## src/rtl/run_step_ctrl.sv

```systemverilog
// run_step_ctrl: run/step/halt clock-enable controller for the accumulator CPU
module run_step_ctrl #(
    parameter int T_STATES = 6,
    parameter int PC_W     = 4
) (
    input  logic            clk,
    input  logic            clr,
    input  logic            run_req,
    input  logic            step_btn,
    input  logic            step_mode,
    input  logic            hlt_req,
    input  logic [2:0]      t_state,
    input  logic [PC_W-1:0] pc,
    input  logic            bp_en,
    input  logic [PC_W-1:0] bp_addr,
    output logic            cpu_ce,
    output logic [1:0]      state,
    output logic            halted,
    output logic            bp_hit,
    output logic [15:0]     cycle_cnt
);
    typedef enum logic [1:0] {
        IDLE = 2'd0,
        RUN  = 2'd1,
        STEP = 2'd2,
        HALT = 2'd3
    } state_t;

    localparam logic [2:0] T_LAST = 3'(T_STATES - 1);

    state_t      state_q, state_d;
    logic        s1_q, s1_d, s2_q, s2_d, s3_q, s3_d;
    logic        run_q, run_d;
    logic        mode_q, mode_d;
    logic        bp_hit_q, bp_hit_d;
    logic [15:0] cnt_q, cnt_d;
    logic        step_pulse, run_rise, last, bp_match;

    assign step_pulse = s2_q & ~s3_q;
    assign run_rise   = run_req & ~run_q;
    assign last       = (t_state == T_LAST);
    assign bp_match   = bp_en & last & (pc == bp_addr);

    assign cpu_ce    = (state_q == RUN) || (state_q == STEP);
    assign state     = state_q;
    assign halted    = (state_q == HALT);
    assign bp_hit    = bp_hit_q;
    assign cycle_cnt = cnt_q;

    // Next-state logic: synchronizer shift, run edge capture, FSM and saturating cycle counter
    always_comb begin
        state_d  = state_q;
        mode_d   = mode_q;
        bp_hit_d = bp_hit_q;
        s1_d     = step_btn;
        s2_d     = s1_q;
        s3_d     = s2_q;
        run_d    = run_req;
        cnt_d    = (cpu_ce && cnt_q != 16'hFFFF) ? cnt_q + 16'd1 : cnt_q;
        case (state_q)
            IDLE: begin
                if (run_rise) begin
                    state_d  = RUN;
                    bp_hit_d = 1'b0;
                end else if (step_pulse) begin
                    state_d  = STEP;
                    mode_d   = step_mode;
                    bp_hit_d = 1'b0;
                end
            end
            RUN: begin
                if (hlt_req) begin
                    state_d = HALT;
                end else if (bp_match) begin
                    state_d  = IDLE;
                    bp_hit_d = 1'b1;
                end else if (!run_req && last) begin
                    state_d = IDLE;
                end
            end
            STEP: begin
                if (hlt_req) begin
                    state_d = HALT;
                end else if (!mode_q || last) begin
                    state_d = IDLE;
                end
            end
            default: state_d = HALT;
        endcase
    end

    // State registers with asynchronous active-low clear
    always_ff @(posedge clk or negedge clr) begin
        if (!clr) begin
            state_q  <= IDLE;
            s1_q     <= 1'b0;
            s2_q     <= 1'b0;
            s3_q     <= 1'b0;
            run_q    <= 1'b0;
            mode_q   <= 1'b0;
            bp_hit_q <= 1'b0;
            cnt_q    <= 16'd0;
        end else begin
            state_q  <= state_d;
            s1_q     <= s1_d;
            s2_q     <= s2_d;
            s3_q     <= s3_d;
            run_q    <= run_d;
            mode_q   <= mode_d;
            bp_hit_q <= bp_hit_d;
            cnt_q    <= cnt_d;
        end
    end
endmodule

```

## config.mk

```make
export PLATFORM = sky130hd
export DESIGN_NAME = run_step_ctrl
export DESIGN_NICKNAME = d
export VERILOG_FILES = /design/src/rtl/run_step_ctrl.sv
export SDC_FILE = /design/constraint.sdc
export NUM_CORES = 1
export LEC_CHECK = 0
export CAP_MARGIN = 5
export CORE_AREA = 2 2 59 61
export DETAILED_ROUTE_END_ITERATION = 10
export DIE_AREA = 0 0 61 63
export GPL_TIMING_DRIVEN = 0
export PLACE_DENSITY = 0.71
export SETUP_SLACK_MARGIN = 0.02
export SYNTH_ARGS = -nofsm -noshare
export SYNTH_HDL_FRONTEND = slang
export SYNTH_SLANG_ARGS = --single-unit
```

## constraint.sdc

```tcl
create_clock -name clk -period 1.5 [get_ports clk]
set_input_delay 0.3 -clock clk [delete_from_list [all_inputs] [get_ports clk]]
set_output_delay 0.3 -clock clk [all_outputs]
set_load 0.02 [all_outputs]
```

==> qor.yml, run 1 <==
run_status:
  status: "finished with violations"
  violations: "setup timing"
pwr:
  vdd_drop_max_mv: 0.634
  leakagePower_nw: 0.943
  power_mw: 3.56
  p_clk_share_pct: 13.0
  p_int_mw: 2.20
  seq_power_share_pct: 28.6
  netSwitchingFraction_pct: 38.2
  combPwrFrac_pct: 58.4
  power_density_mw_per_mm2: 1710
  power_switching_mw: 1.36
placed_design:
  place_hpwl_mm: 2.07
  port_buffers: 38
  place_area_mm2: 0.00172
  place_inst: 198
  dpl_worst_slack_ns: -0.517
  gp_congestion: 0.819
clocking:
  cts_buffers: 3
  clock_tree.buffer_depth: 2
  root_buffer: "clkbuf_4"
  worstSkewPairLatency_ns: 0.31
  ctsHtreeMaxLevel: 1
  cts_tree: "yes"
  cts_sinks: 24
  cts.clk_slew.worst_paths_ns: 0.13
setup_path:
  startpoint: "state[1]"
  slowest_stage: "dfrtp_2"
  path_class: "reg2reg"
  reg2reg_slack_ns: -0.18
  cp.depth: 8
  path_cells: "inv_2, ha_4, buf_6, nand3_4, nor2_4, nand2_4, nor4_4, xor2_1"
  worstPathArrival_ns: 1.92
  cp-start-kind: "flop"
  cp.required_ns: 1.74
  end_kind: "flop"
  critPathTopFamily: "simple AND/OR/NAND/NOR gates"
  cp_num_buf_inv: 2
  r2r_end: "cycle_cnt[15]"
  crit_path_max_fanout: 4
  ff2ff_path_depth: 8
  endpoint: "cycle_cnt[15]"
  rr_startpoint: "state[1]"
  crit_path_max_incr_delay_ns: 0.40
global_routing:
  gr-total-overflow: 0
  antenna_found_initial: 0
  track_usage_pct: 15.9
  grt_max_degree: 25
  first_global_vias: 1070
  grt_pass1_wl_mm: 4.75
timing:
  rsz0062_at_grt: "true"
  fin_crit_ns: 1.68
  finalCritPeriodShare_pct: 112
  relSlewSlack_pct: 29.1
  finalSetupViolations: 14
  max_freq_mhz: 596
  hold_viol_final: 0
  finClkSkew_ns: 0.00146
  maxSlewViolCount: 0
  worst_slack_ns: -0.177
  worst_slew_pin_slew_ns: 1.06
floorplanning:
  dieHeight_um: 63
  die-width_um: 61
  num_io_pins: 39
  initial_core_util_pct: 38.4
  core_area_mm2: 0.00323
  num_rows: 21
  die-area_mm2: 0.00384
layout:
  area_growth_pct: 67.4
  fin_cells: 227
  drive_above_1_share_pct: 44.2
  fin_area_mm2: 0.00208
  final_nets: 205
  utilization_pct: 64.3
  diodes: 0
  fillCellCount: 274
synthesis:
  async_flop_share_pct: 100
  yosys.area.top_type: "dfrtp_1"
  yosysMostFrequentCell: "dfrtp_1"
  ys_ff_latch: 24
  synth_common_cells: "24 x dfrtp_1, 11 x nand3_1, 8 x xnor2_1"
  synth_edf_count: 0
  ys_types: 31
  syn-cell-area_mm2: 0.00124
  synthesis.nets: 137
  synth_warnings: 0
  syn_area_per_cell_um2: 10.9
  syn_inst: 114
  ys_seq_area_share_pct: 48.4
  ys.flop_type: "dfrtp_1"
  synthTopCellsByArea: "dfrtp_1 48%, xnor2_1 5.6%, ha_1 5.0%"
  synth_top_area_share_pct: 48.4
drt:
  wl_met2_mm: 1.66
  met1Wirelength_mm: 1.46
  dr.first_iter.drc_count: 46
  postRouteWirelength_mm: 3.26
  drt-wirelength-per-cell_um: 14.4
  final_antenna_net_count: 0
  wl_met3_um: 136
  drc: 0
  top_layer_used: "met4"
  via_count: 1138
  drt-vias-per-instance: 5.01
  first_pass_iters: 4
job:
  maxCapViolations: 0
hold_path:
  holdPathStages: 0
  hp-start: "s1_q"
  hp-class: "reg2reg"
[sequential cells by signal, summed over array words and instances, names as in the netlist]
name       flops
bp_hit         1
cycle_cnt     16
mode_q         1
run_q          1
s1_q           1
s2_q           1
s3_q           1
state          2
[layer usage]
| metal | vias to the layer above | track usage (%) |
|---|---|---|
| li1 | 545 | - |
| met3 | 2 | 2.28 |
| met2 | 34 | 26.1 |
| met5 | - | 0 |
| met1 | 557 | 21.4 |
| met4 | 0 | 4.62 |
[kinds of logic (layout without fill, tap and decap cells)]
logic type | Yosys count | after routing | synth area share (%)
adders and majority gates | 5 | 5 | 5.04
AOI/OAI and AO/OA | 18 | 18 | 10.1
xor gates and xnor gates | 14 | 14 | 9.88
DFF | 24 | 24 | 48.4
buffers and inverters | 6 | 73 | 1.81
muxes | 2 | 2 | 2.12
and+or+nand+nor | 45 | 45 | 22.7
[power by group through the flow]
stage                     clock network (mW)  registers (mW)  logic [mW]
after floorplan                            0            1.16       0.774
after global placement                     0            1.03        1.38
after detailed placement                   0            1.05        1.42
after CTS                              0.477            1.01        1.61
after global routing                   0.511            1.05        2.22
final                                  0.463            1.02        2.08
[stage by stage]
step	hold slack [ns]	setup TNS, ns
6_report	0.364	-1.23
5_1_grt	0.373	-2.34
4_1_cts	0.367	-0.490
3_5_place_dp	0.337	-6.07
3_3_place_gp	0.335	-5.92
2_1_floorplan	0.00441	-0.532
[worst min-delay path by stage]
stage / to / slack [ns]
after global routing: s2_q / 0.37
final: s2_q / 0.36
after CTS: s2_q / 0.37
after global placement: s2_q / 0.33
after floorplan: bp_hit / 0.004
after detailed placement: s2_q / 0.34
[cells in the final DEF (no fill, tap or decap), drive strengths merged, types with 2 or more instances in the layout]
cell type       n
a21oi           4
a31oi           3
and3            2
buf            28
clkbuf          6
clkdlybuf4s50  17
dfrtp          24
dlygate4sd2    15
ha              5
inv             6
mux2            2
nand2           7
nand2b          2
nand3          11
nand3b          2
nand4           6
nor2            8
nor3            4
nor4            2
o21a            2
o21ai           3
o32a            2
xnor2           8
xor2            6
[final cells by class]
type                    instances  area [µm²]  area share (%)
clock buffers                   3        22.5            1.08
well taps                      46        57.6            2.77
flip-flops and latches         24         617            29.7
repair buffers                 63         561            27.0
clock inverters                 1        30.0            1.44
multi-input cells              84         766            36.8
inverters                       6        25.0            1.20
[timing repair]
action | in CTS | in global routing
buffers inserted | 14 | 13
hold buffers | 0 | 0
resized for setup | 41 | 37
endpoints found under the setup margin | 34 | 25
pin swaps | 13 | 21
Power figures use the tool's default switching activity.
==> run 2: changes to the inputs <==
--- a/config.mk
+++ b/config.mk
@@ -5,7 +5,7 @@
 export SDC_FILE = /design/constraint.sdc
 export NUM_CORES = 1
 export LEC_CHECK = 0
-export CAP_MARGIN = 5
+export CAP_MARGIN = 20
 export CORE_AREA = 2 2 59 61
 export DETAILED_ROUTE_END_ITERATION = 10
 export DIE_AREA = 0 0 61 63
==> run 2 against run 1 <==
The flow still finishes with violations (setup timing). Register-to-register slack barely moved. Total power rose by 0.39%. Combinational power barely moved. Cell area rose by 0.72%. Die area did not move. Critical path depth did not move. Hold slack got worse by 0.093 ns. Maximum frequency fell by 0.81%. Critical path type unchanged. Largest cell class unchanged. Highest routed layer unchanged.
==> qor.yml, run 2 (synthesis results as in run 1) <==
run_status:
  status: "finished with violations"
  violations: "setup timing"
timing:
  finClkSkew_ns: 0.00487
  rsz0062_at_grt: "true"
  worst_slack_ns: -0.191
  fin_crit_ns: 1.69
  max_freq_mhz: 591
  maxSlewViolCount: 0
  finalCritPeriodShare_pct: 113
  worst_slew_pin_slew_ns: 0.414
  finalSetupViolations: 15
  hold_viol_final: 0
  relSlewSlack_pct: 72.3
  finalSetupTns_ns: -1.38
pwr:
  netSwitchingFraction_pct: 38.3
  seq_power_share_pct: 28.5
  vdd_drop_max_mv: 0.664
  combPwrFrac_pct: 58.5
  p_clk_share_pct: 13.0
  power_switching_mw: 1.37
  p_int_mw: 2.21
  power_density_mw_per_mm2: 1710
  leakagePower_nw: 0.950
floorplanning:
  die-width_um: 61
  num_io_pins: 39
  core_area_mm2: 0.00323
  num_rows: 21
  initial_core_util_pct: 38.4
  die-area_mm2: 0.00384
  dieHeight_um: 63
clocking:
  cts_sinks: 24
  worstSkewPairLatency_ns: 0.31
  root_buffer: "clkbuf_4"
  ctsHtreeMaxLevel: 1
  cts_buffers: 3
  cts_tree: "yes"
  clock_tree.buffer_depth: 2
  hold_buffers: 0
  cts.clk_slew.worst_paths_ns: 0.14
setup_path:
  crit_path_max_fanout: 4
  worstPathArrival_ns: 1.93
  crit_path_max_incr_delay_ns: 0.41
  path_cells: "inv_2, ha_4, buf_6, nand3_4, nor2_4, nand2_4, nor4_4, xor2_1"
  slowest_stage: "dfrtp_2"
  cp-start-kind: "flop"
  end_kind: "flop"
  path_class: "reg2reg"
  cp.required_ns: 1.74
global_routing:
  grt_pass1_wl_mm: 4.75
  first_global_vias: 1070
  gr-total-overflow: 0
  grt_max_degree: 25
  antenna_found_initial: 0
  track_usage_pct: 15.9
layout:
  largest_reg_flops: 16
  regArea_um2: 617
  multiInputGateArea_um2: 766
  area_growth_pct: 68.6
  utilization_pct: 64.8
  diodes: 0
  drive_above_1_share_pct: 44.5
  mostFrequentLayoutCell: "buf_4"
  final_cell_mix: "19 x buf_4, 17 x clkdlybuf4s50_1, 15 x dlygate4sd2_1, 13 x dfrtp_2, 11 x dfrtp_1"
  fillCellCount: 272
  final_nets: 206
drt:
  drc: 0
  via_count: 1147
  first_pass_iters: 4
  postRouteWirelength_mm: 3.29
  drt-wirelength-per-cell_um: 14.4
  dr.first_iter.drc_count: 75
  final_antenna_net_count: 0
  drt-vias-per-instance: 5.03
job:
  maxCapViolations: 0
placed_design:
  port_buffers: 38
  dpl_worst_slack_ns: -0.517
  place_hpwl_mm: 2.07
  gp_congestion: 0.819
hold_path:
  hp-class: "in2async"
## run 2: cell types whose count changed in the layout (fill, tap and decap cells not counted)
cell / before / now
buf_8: 0 / 1
## run 2: cell type report
class	instances	area share [%]
Tap cell	46	2.75
Sequential cell	24	29.5
Clock inverter	1	1.43
Multi-Input combinational cell	84	36.6
Timing Repair Buffer	64	27.5
Inverter	6	1.20
Clock buffer	3	1.08
## run 2: stage by stage
stage	power [mW]	cells	hold WS [ns]	instance area, µm²
2_1_floorplan	1.93	114	0.00441	1290
3_3_place_gp	2.41	198	0.335	1720
3_5_place_dp	2.46	198	0.337	1720
4_1_cts	3.09	216	0.367	1910
5_1_grt	3.78	228	0.289	2090
6_report	3.58	228	0.271	2090
## run 2: power by group through the flow
stage	Sequential (mW)	Combinational (mW)	Clock, mW
floorplan	1.16	0.774	0
global placement	1.03	1.38	0
detailed placement	1.05	1.42	0
CTS	1.01	1.61	0.477
global route	1.04	2.23	0.511
finish	1.02	2.09	0.465
## run 2: path summary, 6_finish.rpt
kind / end / slack (ns) / cells past startpoint / startpoint
worst max-delay path: cycle_cnt[15] / -0.19 / 8 / state[1]
worst min-delay path: cycle_cnt[4] / 0.27 / 1 / clr
worst max register to register: cycle_cnt[15] / -0.19 / 8 / state[1]
worst min register to register: s2_q / 0.37 / 0 / s1_q
max in group asynchronous: cycle_cnt[12] / 0.77 / 2 / clr
min in group clk: s2_q / 0.37 / 0 / s1_q
## run 2: what timing repair did
action / in CTS / in global routing
buffers inserted: 14 / 13
cloned: 0 / 0
endpoints found under the setup margin: 34 / 25
resized for setup: 41 / 37
pin swaps: 13 / 21
## run 2: worst max-delay path, delay by kind of cell (launching register included)
kind                       cells  cell delay (ns)
and+or+nand+nor                4             0.59
xor gates and xnor gates       1             0.17
adders and majority gates      1             0.29
DFF                            1             0.41
buffers and inverters          2             0.17
## run 2: layer usage
layer / share of wire (%) / routed length (µm) / up-vias / GRT usage, %
li1: - / - / 547 / -
met1: 44 / 1440 / 559 / 21.4
met2: 51 / 1690 / 39 / 26.1
met3: 4.3 / 142 / 2 / 2.28
met4: 0.40 / 13 / 0 / 4.62
met5: 0 / 0 / - / 0
==> run 3: changes to the inputs <==
--- a/config.mk
+++ b/config.mk
@@ -6,11 +6,11 @@
 export NUM_CORES = 1
 export LEC_CHECK = 0
 export CAP_MARGIN = 20
-export CORE_AREA = 2 2 59 61
+export CORE_AREA = 2 2 75 48
 export DETAILED_ROUTE_END_ITERATION = 10
-export DIE_AREA = 0 0 61 63
+export DIE_AREA = 0 0 77 50
 export GPL_TIMING_DRIVEN = 0
-export PLACE_DENSITY = 0.71
+export PLACE_DENSITY = 0.72
 export SETUP_SLACK_MARGIN = 0.02
 export SYNTH_ARGS = -nofsm -noshare
 export SYNTH_HDL_FRONTEND = slang
==> run 3 against run 2 <==
The flow still finishes with violations (setup timing). Routed wire length grew 5.4%. Flip-flop and latch count is the same. Sequential power is essentially flat.
==> qor.yml, run 3 (synthesis results as in run 1) <==
timing:
  maxSlewViolCount: 0
  fin_crit_ns: 1.57
  finClkSkew_ns: 0.00495
  worst_slew_pin_slew_ns: 0.572
  finalCritPeriodShare_pct: 105
  finalSetupViolations: 12
  rsz0062_at_grt: "true"
  max_freq_mhz: 637
  hold_viol_final: 0
  hold-worst-slack_ns: 0.354
  worst_slack_ns: -0.0704
  relSlewSlack_pct: 61.7
setup_path:
  end_kind: "flop"
  cp-start-kind: "flop"
  path_class: "reg2reg"
  cp.required_ns: 1.66
  crit_path_max_fanout: 4
  worstPathArrival_ns: 1.73
drt:
  postRouteWirelength_mm: 3.46
  dr.first_iter.drc_count: 68
  drt-wirelength-per-cell_um: 15.1
  final_antenna_net_count: 0
  drc: 0
  first_pass_iters: 4
  via_count: 1130
  drt-vias-per-instance: 4.93
pwr:
  power_density_mw_per_mm2: 1740
  vdd_drop_max_mv: 1.12
  leakagePower_nw: 0.974
  power_mw: 3.69
global_routing:
  grt.met3_usage_pct: 5.13
  track_usage_pct: 18.3
  use_met2_pct: 28.5
  use_met1_pct: 24.9
  grt_pass1_wl_mm: 5.39
  antenna_found_initial: 0
  first_global_vias: 1075
  busiest_layer: "met2"
  grt_max_degree: 25
  gr-total-overflow: 0
floorplanning:
  num_io_pins: 39
  initial_core_util_pct: 39.2
  core_area_mm2: 0.00316
  dieHeight_um: 50
  die-area_mm2: 0.00385
  die-width_um: 77
  num_rows: 16
hold_path:
  hp-class: "reg2reg"
layout:
  largest_reg_flops: 16
  area_growth_pct: 71.5
  diodes: 0
  multiInputGateArea_um2: 773
  regArea_um2: 612
  mostFrequentLayoutCell: "buf_4"
  drive_above_1_share_pct: 42.4
  fin_cells: 229
  final_cell_mix: "21 x buf_4, 17 x clkdlybuf4s50_1, 16 x dlygate4sd2_1, 15 x dfrtp_1, 9 x dfrtp_2"
  fillCellCount: 246
  final_nets: 208
  fin_area_mm2: 0.00213
clocking:
  cts_tree: "yes"
  clock_tree.buffer_depth: 2
  ctsHtreeMaxLevel: 1
  cts_buffers: 3
  root_buffer: "clkbuf_8"
  cts.clk_slew.worst_paths_ns: 0.09
  cts_sinks: 24
  hold_buffers: 0
  worstSkewPairLatency_ns: 0.27
placed_design:
  place_inst: 197
  dpl_worst_slack_ns: -0.445
  place_hpwl_mm: 2.15
  place_area_mm2: 0.00172
  port_buffers: 38
  gp_congestion: 0.803
run_status:
  violations: "setup timing"
  status: "finished with violations"
job:
  maxCapViolations: 0
-- run 3: changes by cell type in the layout (fill, tap and decap cells not counted), sizes merged --
cell / change
buf: +2
clkbuf: -2
clkdlybuf4s15: +1
dlygate4sd2: +1
-- run 3: worst paths after layout --
kind	from	to	slack [ns]	depth (start not counted)
max reg2reg	cycle_cnt[9]	cycle_cnt[1]	-0.07	5
max in group asynchronous	clr	cycle_cnt[13]	0.61	2
min	s1_q	s2_q	0.35	0
max	cycle_cnt[9]	cycle_cnt[1]	-0.07	5
min reg2reg	s1_q	s2_q	0.35	0
min in group asynchronous	clr	mode_q	0.39	1
-- run 3: metal layers --
metal	part of all wire [%]	vias up	routed length, µm
met1	49	553	1700
met4	0.98	0	34
li1	-	555	-
met2	47	18	1630
met5	0	-	0
met3	2.7	4	95
-- run 3: final cells by class --
class | instances | area share (%)
Multi-Input combinational cell | 84 | 36.3
Sequential cell | 24 | 28.7
Timing Repair Buffer | 66 | 27.9
Tap cell | 45 | 2.65
Clock buffer | 3 | 1.94
Clock inverter | 1 | 1.41
Inverter | 6 | 1.06
-- run 3: critical path, stage by stage (launching register included) --
cell     delay [ns]
dfrtp_1        0.43
nand3_2        0.18
nor4_4         0.33
nand2_2        0.14
nand2_4        0.09
mux2_4         0.30
-- run 3: stage by stage --
| step | utilization [%] | setup TNS, ns |
|---|---|---|
| final | 67.3 | -0.391 |
| after global routing | 67.3 | -1.33 |
| after CTS | 63.7 | -0.498 |
| after detailed placement | 54.5 | -6.26 |
| after global placement | 54.5 | -5.48 |
| after floorplan | - | -0.532 |
-- run 3: report_power, final --
part	internal, mW	switching (mW)	total (mW)
registers	0.811	0.205	1.02
logic	1.12	0.986	2.10
clock network	0.357	0.216	0.574
-- run 3: repair_timing --
| action | CTS | global route |
|---|---|---|
| gates resized for setup | 48 | 23 |
| setup endpoints to repair | 35 | 21 |
| buffers inserted | 23 | 4 |
| pin swaps | 19 | 13 |
